**src/rtl/fetch_seq.sv**
```systemverilog
// fetch_seq: instruction fetch sequencer driving a combinational instruction ROM.
// Steps the pc, honours stall, absolute branches and a halt encoding, and
// optionally provides a call/return stack.
// Build option: define FETCH_SEQ_RETURN_STACK_EN to include the return stack;
// without it, call and ret are ignored and rs_err is constant 0.
//
// state | meaning
// IDLE  | waiting for start, pc held
// RUN   | fetching, one instruction per non-stalled cycle
// HALT  | halt word seen, pc held at its address, done high
module fetch_seq #(
   parameter int                 PC_W      = 8,
   parameter int                 INSTR_W   = 9,
   parameter logic [INSTR_W-1:0] HALT_WORD = '0,
   parameter int                 RS_DEPTH  = 4
) (
   input  logic               clk,
   input  logic               reset,
   input  logic               start,
   input  logic               stall,
   input  logic               branch_taken,
   input  logic [PC_W-1:0]    branch_target,
   input  logic               call,
   input  logic               ret,
   input  logic [INSTR_W-1:0] instruction,
   output logic [PC_W-1:0]    pc,
   output logic               instr_valid,
   output logic               done,
   output logic               rs_err
);

   typedef enum logic [1:0] {
      ST_IDLE = 2'd0,
      ST_RUN  = 2'd1,
      ST_HALT = 2'd2
   } state_t;

   state_t          state;
   logic [PC_W-1:0] pc_inc;
   logic            is_halt;

   // Wraps modulo 2^PC_W by construction.
   assign pc_inc  = pc + 1'b1;
   assign is_halt = (instruction == HALT_WORD);

   // An instruction is consumed on every running, non-stalled cycle.
   assign instr_valid = (state == ST_RUN) && !stall;

`ifdef FETCH_SEQ_RETURN_STACK_EN
   localparam int CNT_W = $clog2(RS_DEPTH + 1);
   localparam int PTR_W = (RS_DEPTH > 1) ? $clog2(RS_DEPTH) : 1;

   logic [PC_W-1:0]  rs_mem [RS_DEPTH];
   logic [CNT_W-1:0] rs_cnt;
   logic             rs_err_q;
   logic             rs_full;
   logic             rs_empty;
   logic             rs_push;
   logic [PTR_W-1:0] rs_wr_idx;
   logic [PTR_W-1:0] rs_top_idx;
   logic [PC_W-1:0]  rs_top;

   assign rs_full    = (rs_cnt == CNT_W'(RS_DEPTH));
   assign rs_empty   = (rs_cnt == '0);
   assign rs_wr_idx  = PTR_W'(rs_cnt);
   assign rs_top_idx = PTR_W'(rs_cnt - 1'b1);
   assign rs_top     = rs_mem[rs_top_idx];
   assign rs_err     = rs_err_q;

   // A push happens only for a call that wins arbitration and finds room.
   assign rs_push = !reset && (state == ST_RUN) && !stall && !is_halt && call && !rs_full;

   // Stack storage carries no reset; the count register defines validity.
   always_ff @(posedge clk) begin
      if (rs_push) begin
         rs_mem[rs_wr_idx] <= pc_inc;
      end
   end
`else
   logic unused_rs_in;

   assign unused_rs_in = call ^ ret;
   assign rs_err       = 1'b0;
`endif

   // Sequencer: state, pc, sticky flags and stack count.
   always_ff @(posedge clk) begin
      if (reset) begin
         state <= ST_IDLE;
         pc    <= '0;
         done  <= 1'b0;
`ifdef FETCH_SEQ_RETURN_STACK_EN
         rs_cnt   <= '0;
         rs_err_q <= 1'b0;
`endif
      end else begin
         case (state)
            ST_IDLE, ST_HALT: begin
               if (start) begin
                  state <= ST_RUN;
                  pc    <= '0;
                  done  <= 1'b0;
`ifdef FETCH_SEQ_RETURN_STACK_EN
                  // A fresh program starts with an empty stack.
                  rs_cnt   <= '0;
                  rs_err_q <= 1'b0;
`endif
               end
            end
            ST_RUN: begin
               if (!stall) begin
                  if (is_halt) begin
                     state <= ST_HALT;
                     done  <= 1'b1;
                  end
`ifdef FETCH_SEQ_RETURN_STACK_EN
                  else if (call) begin
                     pc <= branch_target;
                     if (rs_full) begin
                        rs_err_q <= 1'b1;
                     end else begin
                        rs_cnt <= rs_cnt + 1'b1;
                     end
                  end else if (ret) begin
                     if (rs_empty) begin
                        rs_err_q <= 1'b1;
                        pc       <= pc_inc;
                     end else begin
                        pc     <= rs_top;
                        rs_cnt <= rs_cnt - 1'b1;
                     end
                  end
`endif
                  else if (branch_taken) begin
                     pc <= branch_target;
                  end else begin
                     pc <= pc_inc;
                  end
               end
            end
            default: begin
               state <= ST_IDLE;
            end
         endcase
      end
   end

endmodule

```
**config.mk**
```make
export PLATFORM = sky130hd
export DESIGN_NAME = fetch_seq
export DESIGN_NICKNAME = d
export VERILOG_FILES = /design/src/rtl/fetch_seq.sv
export SDC_FILE = /design/constraint.sdc
export NUM_CORES = 1
export LEC_CHECK = 0
export CORE_AREA = 2 2 49 51
export DETAILED_ROUTE_END_ITERATION = 10
export DIE_AREA = 0 0 51 53
export GPL_ROUTABILITY_DRIVEN = 0
export GPL_TIMING_DRIVEN = 0
export PLACE_DENSITY = 0.72
export RECOVER_POWER = 25
export SLEW_MARGIN = 5
export SYNTH_ARGS = -nofsm -noshare
export SYNTH_HDL_FRONTEND = slang
export SYNTH_SLANG_ARGS = --single-unit
```
**constraint.sdc**
```tcl
create_clock -name clk -period 1.48 [get_ports clk]
set_input_delay 0.296 -clock clk [delete_from_list [all_inputs] [get_ports clk]]
set_output_delay 0.296 -clock clk [all_outputs]
set_load 0.005 [all_outputs]
```
==> results of run 1 <==
[registers in the layout, summed over array words and instances, names as in the netlist]
name / count
pc: 8
state: 2
done: 1
[stage by stage]
step	instance area (µm²)	power, µW	setup TNS [ns]	util (%)
floorplan	748	426	0	-
global placement	1080	529	-4.39	50.4
detailed placement	1080	533	-4.54	50.4
CTS	1190	755	-0.0618	55.3
global route	1300	823	-0.00197	60.4
finish	1300	775	0	60.4
[layer usage]
layer  global-route usage [%]  part of all wire, %
met5                        0                    0
met4                     4.95                  1.7
met3                     3.95                  8.4
met2                     29.7                   51
met1                     21.4                   39
[final cells by class]
cell class / instances / area, µm²
clock buffer: 4 / 26.3
inverter: 6 / 22.5
sequential: 11 / 253
buffer: 5 / 45.0
timing repair buffer: 41 / 364
fill: 203 / 851
multi-input combinational: 71 / 552
tap: 28 / 35.0
[repair_timing]
action                                  CTS  global route
pin swaps                                 2             4
endpoints found under the setup margin   17            14
gates resized for setup                  36            16
buffers inserted                          2             9
endpoints found under the hold margin     0             0
[report_power, final]
part           switching (µW)  leakage, µW  internal, µW
registers                19.1    0.0000966           305
clock network             113    0.0000150           104
logic                     101     0.000429           132
total                     233     0.000540           542
[logic make-up (layout without fill, tap and decap cells)]
| group | after synthesis | in the layout | synth area share (%) |
|---|---|---|---|
| buffers and inverters | 11 | 56 | 8.53 |
| AOI/OAI and AO/OA | 32 | 32 | 33.8 |
| other | 1 | 1 | 0.501 |
| and+or+nand+nor | 36 | 36 | 24.8 |
| DFF | 11 | 11 | 29.4 |
| muxes | 1 | 1 | 1.34 |
| adders and majority gates | 1 | 1 | 1.67 |
[final timing paths]
check               end  slack, ns
setup / recovery  pc[1]       0.03
hold / removal    pc[7]       0.43
setup reg to reg  pc[2]       0.03
hold reg to reg    done       0.51
[cell usage in the layout (no fill, tap or decap), types with 4 or more instances in the layout]
master	instances
a21oi_1	6
buf_4	12
clkdlybuf4s50_1	17
dfxtp_4	8
dlygate4sd2_1	9
inv_1	6
nand2_1	9
nand3_1	4
nor2_1	7
o21ai_0	4
==> results.yml, run 1 <==
worst_setup_path:
  timing.rr.start: "state[1]"
  crit_required_ns: 1.18
  startpoint: "pc[1]"
  cp-start-kind: "flop"
  cp.depth: 1
  critPathCaptureType: "output port"
  reg2regPathDepth: 5
  path_max_fanout: 5
  critical_path.top_delay_family: "buffers and inverters"
  cp_slowest_cell: "clkdlybuf4s50_1"
  max_stage_delay_ns: 0.50
  path_class: "flop to output port"
  crit_chain: "clkdlybuf4s50_1"
  path_buf_inv: 1
  cp_data_arrival_time_ns: 1.15
place:
  dp_hpwl_mm: 1.54
  dp.cells: 151
  io_buffers: 30
  pre_cts_slack_ns: -0.478
drt:
  drtPass1Iterations: 4
  wl_mm: 2.24
  drcViolationCount: 0
  vias: 920
  drt-initial-drc-count: 45
  drtAntennaViolNets: 0
  post_drt_via_cell_ratio: 5.54
  wl_per_cell_um: 13.5
finish:
  fin_cells: 166
  area_growth_pct: 73.4
  finish.net_count: 164
  layout-drive-gt1-share_pct: 31.9
  n_antenna_cell: 0
global_routing:
  overflow: 0
  grt_pass1_vias: 826
  grt_antenna_before_repair: 0
  grt_max_degree: 11
  grt_pass1_wl_mm: 3.52
  track_usage_pct: 17.2
floorplan:
  die_h_um: 53
  die_area_um2: 2700
  pin_count: 35
  core_area_um2: 2150
  die_w_um: 51
  floorplan.initialDensity_pct: 34.8
  num_rows: 17
cts:
  clkSlewWorstSetupHoldPaths_ns: 0.08
  ctsRootBufferMaster: "clkbuf_4"
  cts.sinks: 11
  cts.path.max_buffers: 2
  htree_levels: 1
  cts_hold_buf: 0
  cts_buffers: 3
  worstSkewPairLatency_ns: 0.27
  cts_tree: "built"
hold_path:
  hold_start: "branch_taken"
  hold_path_depth: 4
  min_path_type: "input port to flop"
pwr:
  p_leak_uw: 0.000540
  power.density_nw_per_um2: 597
  vdd_drop_max_mv: 0.539
sta:
  timing.fmax_mhz: 692
  finalSetupViolCount: 0
  finalMaxSlewViolations: 0
  finalWorstSetupSlack_ns: 0.0350
  hold_viol: 0
  rsz0062_at_grt: "true"
  fin_skew_ns: 0.00350
  timing.final.crit_share_pct: 97.6
  holdWs_ns: 0.432
  fin_crit_ns: 1.45
synthesis:
  synth_top_area_cell: "dfxtp_1"
  synth.top_cell.area_share_pct: 29.4
  synth_ff_type: "dfxtp_1"
  synth_common_cells: "dfxtp_1, nand2_1, nor2_1"
  synth_nets: 118
  ys_seq_area_share_pct: 29.4
  async_reset_ff_share_pct: 0
  ys_types: 37
  synth_area_leaders: "dfxtp_1, o221a_2, nand2_1, nor2_1, a21oi_1"
  syn-mean-instance-area_um2: 8.05
  syn_inst: 93
  yosys_warnings: 0
  synth-edff-count: 0
  synth.most_common_cell: "dfxtp_1"
  synth_seq_cells: 11
  netlist_area_um2: 748
job:
  cap_violations: 0
outcome:
  status: "finished clean"
(Power assumes the default switching activity.)
==> inputs of run 2 (changes only) <==
SKIP_LAST_GASP = 1   (was unset)
==> results.yml, run 2 (synthesis results as in run 1) <==
pwr:
  power.density_nw_per_um2: 601
  p_leak_uw: 0.000540
  power_uw: 776
  vdd_drop_max_mv: 0.542
place:
  dp_hpwl_mm: 1.54
  io_buffers: 30
  pre_cts_slack_ns: -0.478
  dp.cells: 151
cts:
  cts_buffers: 3
  cts_hold_buf: 0
  clkSlewWorstSetupHoldPaths_ns: 0.08
  ctsRootBufferMaster: "clkbuf_4"
  worstSkewPairLatency_ns: 0.27
  htree_levels: 1
  cts.path.max_buffers: 2
  cts.sinks: 11
  cts_tree: "built"
hold_path:
  min_path_type: "input port to flop"
  hold_start: "branch_taken"
worst_setup_path:
  cp-start-kind: "flop"
  max_stage_delay_ns: 0.50
  critPathCaptureType: "output port"
  crit_required_ns: 1.18
  timing.rr.start: "state[1]"
  path_max_fanout: 5
  path_class: "flop to output port"
  path_buf_inv: 1
  critical_path.top_delay_family: "buffers and inverters"
  startpoint: "pc[1]"
  crit_chain: "clkdlybuf4s50_1"
  cp_slowest_cell: "clkdlybuf4s50_1"
  cp_data_arrival_time_ns: 1.15
floorplan:
  die_w_um: 51
  core_area_um2: 2150
  die_h_um: 53
  pin_count: 35
  floorplan.initialDensity_pct: 34.8
  die_area_um2: 2700
  num_rows: 17
drt:
  vias: 923
  drcViolationCount: 0
  drtPass1Iterations: 4
  post_drt_via_cell_ratio: 5.56
  wl_per_cell_um: 13.5
  drt-initial-drc-count: 42
  drtAntennaViolNets: 0
  wl_mm: 2.24
sta:
  hold_viol: 0
  fin_crit_ns: 1.45
  finalMaxSlewViolations: 0
  finalSetupViolCount: 0
  timing.fmax_mhz: 690
  fin_skew_ns: 0.00201
  rsz0062_at_grt: "true"
  timing.final.crit_share_pct: 97.9
  finalWorstSetupSlack_ns: 0.0308
job:
  cap_violations: 0
finish:
  top_regs: "pc: 8 flops, state: 2 flops, done: 1 flops"
  fin_cells: 166
  layout_commonest_cell: "clkdlybuf4s50_1"
  top_register: "pc"
  largest_register_ffs: 8
  seqCellArea_um2: 253
  area_growth_pct: 72.7
  final_cell_mix: "clkdlybuf4s50_1, buf_4, nand2_1, dlygate4sd2_1, dfxtp_4"
  multi_input_area_um2: 547
  finish.net_count: 164
  layout-drive-gt1-share_pct: 31.9
  fillCellCount: 205
  n_antenna_cell: 0
global_routing:
  grt.met2_usage_pct: 29.7
  track_usage_pct: 17.2
  met3_usage_pct: 3.95
  grt_pass1_vias: 826
  overflow: 0
  top_usage_layer: "met2"
  grt_pass1_wl_mm: 3.52
  grt_max_degree: 11
  use_met1_pct: 21.4
  grt_antenna_before_repair: 0
outcome:
  status: "finished clean"
## run 2: worst min-delay path, stage by stage
cell and delay [ns]:
buf_6 0.11, inv_1 0.08, o2111ai_1 0.09, nand3_1 0.07
## run 2: what timing repair did
item / 4_1_cts / 5_1_grt
buffers inserted: 2 / 9
endpoints found under the hold margin: 0 / 0
resized for setup: 36 / 15
cloned: 0 / 0
setup endpoints to repair: 17 / 14
pin swaps: 2 / 4
## run 2: cell type report
type                    count  area share [%]
plain buffers               5            3.48
inverters                   6            1.74
multi-input cells          71            42.3
flip-flops and latches     11            19.6
repair buffers             41            28.2
clock buffers               4            2.03
well taps                  28            2.71
## run 2: worst paths after layout
kind,slack (ns),cells after the start,end
max reg2reg,0.05,5,pc[2]
max,0.03,1,pc[1]
min reg2reg,0.51,1,done
min,0.43,4,pc[7]
## run 2: stage by stage
| step | util [%] | hold WS (ns) | area, µm² | setup TNS [ns] |
|---|---|---|---|---|
| finish | 60.2 | 0.429 | 1290 | 0 |
| global route | 60.2 | 0.446 | 1290 | -0.0211 |
| CTS | 55.3 | 0.428 | 1190 | -0.0618 |
| detailed placement | 50.4 | 0.490 | 1080 | -4.54 |
| global placement | 50.4 | 0.489 | 1080 | -4.39 |
| floorplan | - | 0.365 | 748 | 0 |
## run 2: metal layers
layer / up-vias / routed length [µm]
li1: 449 / -
met1: 419 / 897
met2: 50 / 1140
met3: 5 / 173
met4: 0 / 38
met5: - / 0
## run 2: where the power goes
part | switching (µW) | internal (µW) | total (µW) | leakage, µW
Clock | 116 | 104 | 220 | 0.0000150
Combinational | 99.6 | 132 | 231 | 0.000428
Sequential | 19.2 | 305 | 324 | 0.0000966
Total | 235 | 541 | 776 | 0.000540
==> inputs of run 3 (changes only) <==
GPL_TIMING_DRIVEN = 1   (was 0)
SLEW_MARGIN = 10   (was 5)
==> results.yml, run 3 (synthesis results as in run 1) <==
finish:
  top_register: "pc"
  layout-drive-gt1-share_pct: 35.9
  layout_commonest_cell: "clkdlybuf4s50_1"
  final_cell_mix: "clkdlybuf4s50_1, buf_4, nand2_1"
  multi_input_area_um2: 542
  fin_cells: 173
  seqCellArea_um2: 239
  area_growth_pct: 78.8
  top_regs: "pc: 8 flops, state: 2 flops, done: 1 flops"
  finish.net_count: 171
  n_antenna_cell: 0
  fillCellCount: 191
  largest_register_ffs: 8
drt:
  drt-initial-drc-count: 25
  drcViolationCount: 0
  drtPass1Iterations: 4
  wl_per_cell_um: 13.6
  drtAntennaViolNets: 0
  post_drt_via_cell_ratio: 5.60
  vias: 968
  wl_mm: 2.35
sta:
  fin_tns_setup_ns: 0
  finalMaxSlewViolations: 0
  timing.fmax_mhz: 688
  finalWorstSetupSlack_ns: 0.0255
  fin_skew_ns: 0.000895
  timing.final.crit_share_pct: 98.3
  fin_crit_ns: 1.45
  rsz0062_at_grt: "true"
  finalSetupViolCount: 0
  hold_viol: 0
cts:
  worstSkewPairLatency_ns: 0.27
  cts_buffers: 3
  ctsRootBufferMaster: "clkbuf_4"
  cts.path.max_buffers: 2
  clkSlewWorstSetupHoldPaths_ns: 0.07
  cts_tree: "built"
  htree_levels: 1
  cts.sinks: 11
worst_setup_path:
  cp_data_arrival_time_ns: 1.16
  reg2regPathDepth: 6
  cp.depth: 1
  critPathCaptureType: "output port"
  max_stage_delay_ns: 0.51
  path_class: "flop to output port"
  cp-start-kind: "flop"
  critical_path.top_delay_family: "buffers and inverters"
  crit_chain: "clkdlybuf4s50_1"
  path_buf_inv: 1
  path_max_fanout: 4
  crit_required_ns: 1.18
  cp_slowest_cell: "clkdlybuf4s50_1"
floorplan:
  die_h_um: 53
  num_rows: 17
  core_area_um2: 2150
  die_w_um: 51
  pin_count: 35
  floorplan.initialDensity_pct: 34.8
  die_area_um2: 2700
global_routing:
  grt_antenna_before_repair: 0
  overflow: 0
  grt_max_degree: 9
  grt_pass1_wl_mm: 3.66
  track_usage_pct: 18.1
  grt_pass1_vias: 859
place:
  dp.cells: 166
  io_buffers: 31
  dp_hpwl_mm: 1.66
  pre_cts_slack_ns: -0.431
outcome:
  status: "finished clean"
hold_path:
  hold_path_depth: 1
  min_path_type: "flop to flop"
job:
  cap_violations: 0
pwr:
  p_leak_uw: 0.000573
  vdd_drop_max_mv: 0.466
  power_uw: 805
  power.density_nw_per_um2: 602
==> run 3: cell count changes in the layout (fill, tap and decap cells not counted), moves of 3 or more <==
cell	delta
clkdlybuf4s50_1	+6
buf_6	-3
dfxtp_2	+4
dfxtp_4	-5
dlygate4sd2_1	-3
buf_4	+10
==> run 3: path summary, 6_finish.rpt <==
path | slack, ns | to | start
worst min-delay path | 0.51 | done | done
worst max register to register | 0.03 | pc[3] | state[1]
worst max-delay path | 0.03 | pc[6] | pc[6]
worst min register to register | 0.51 | done | done
==> run 3: layout make-up <==
type / instances / share of cell area [%]
sequential: 11 / 17.9
inverter: 6 / 1.68
multi-input combinational: 71 / 40.5
tap: 28 / 2.62
timing repair buffer: 53 / 35.4
clock buffer: 4 / 1.96
==> run 3: timing repair <==
action | CTS | global route
endpoints found under the setup margin | 16 | 14
setup buffers | 0 | 3
hold buffers | 0 | 0
pin swaps | 5 | 4
resized for setup | 26 | 10
==> run 3: per-stage QoR <==
| stage | hold WS, ns | util (%) | area (µm²) |
|---|---|---|---|
| after global routing | 0.525 | 62.3 | 1340 |
| final | 0.509 | 62.3 | 1340 |
| after global placement | 0.489 | 55.6 | 1190 |
| after CTS | 0.512 | 59.4 | 1280 |
| after detailed placement | 0.490 | 55.6 | 1190 |
| after floorplan | 0.365 | - | 748 |
==> run 3: where the power goes <==
part	total, µW	switching [µW]	internal [µW]
logic	265	108	157
registers	327	16.4	311
clock network	213	108	104
total	805	233	573
==> run 3: metal layers <==
metal  routed length, µm  share of wire, %  track usage (%)
met1                 947                40             21.3
met2                1180                50             30.7
met3                 174               7.4             4.80
met4                  55               2.3             7.66
met5                   0                 0                0
==> run 3: worst reg2reg max path, stage by stage (launching register included) <==
cell and delay (ns):
dfxtp_2 0.34, nand2b_4 0.15, buf_4 0.15, o221ai_4 0.23
buf_4 0.18, nor3_2 0.04, o221a_2 0.26
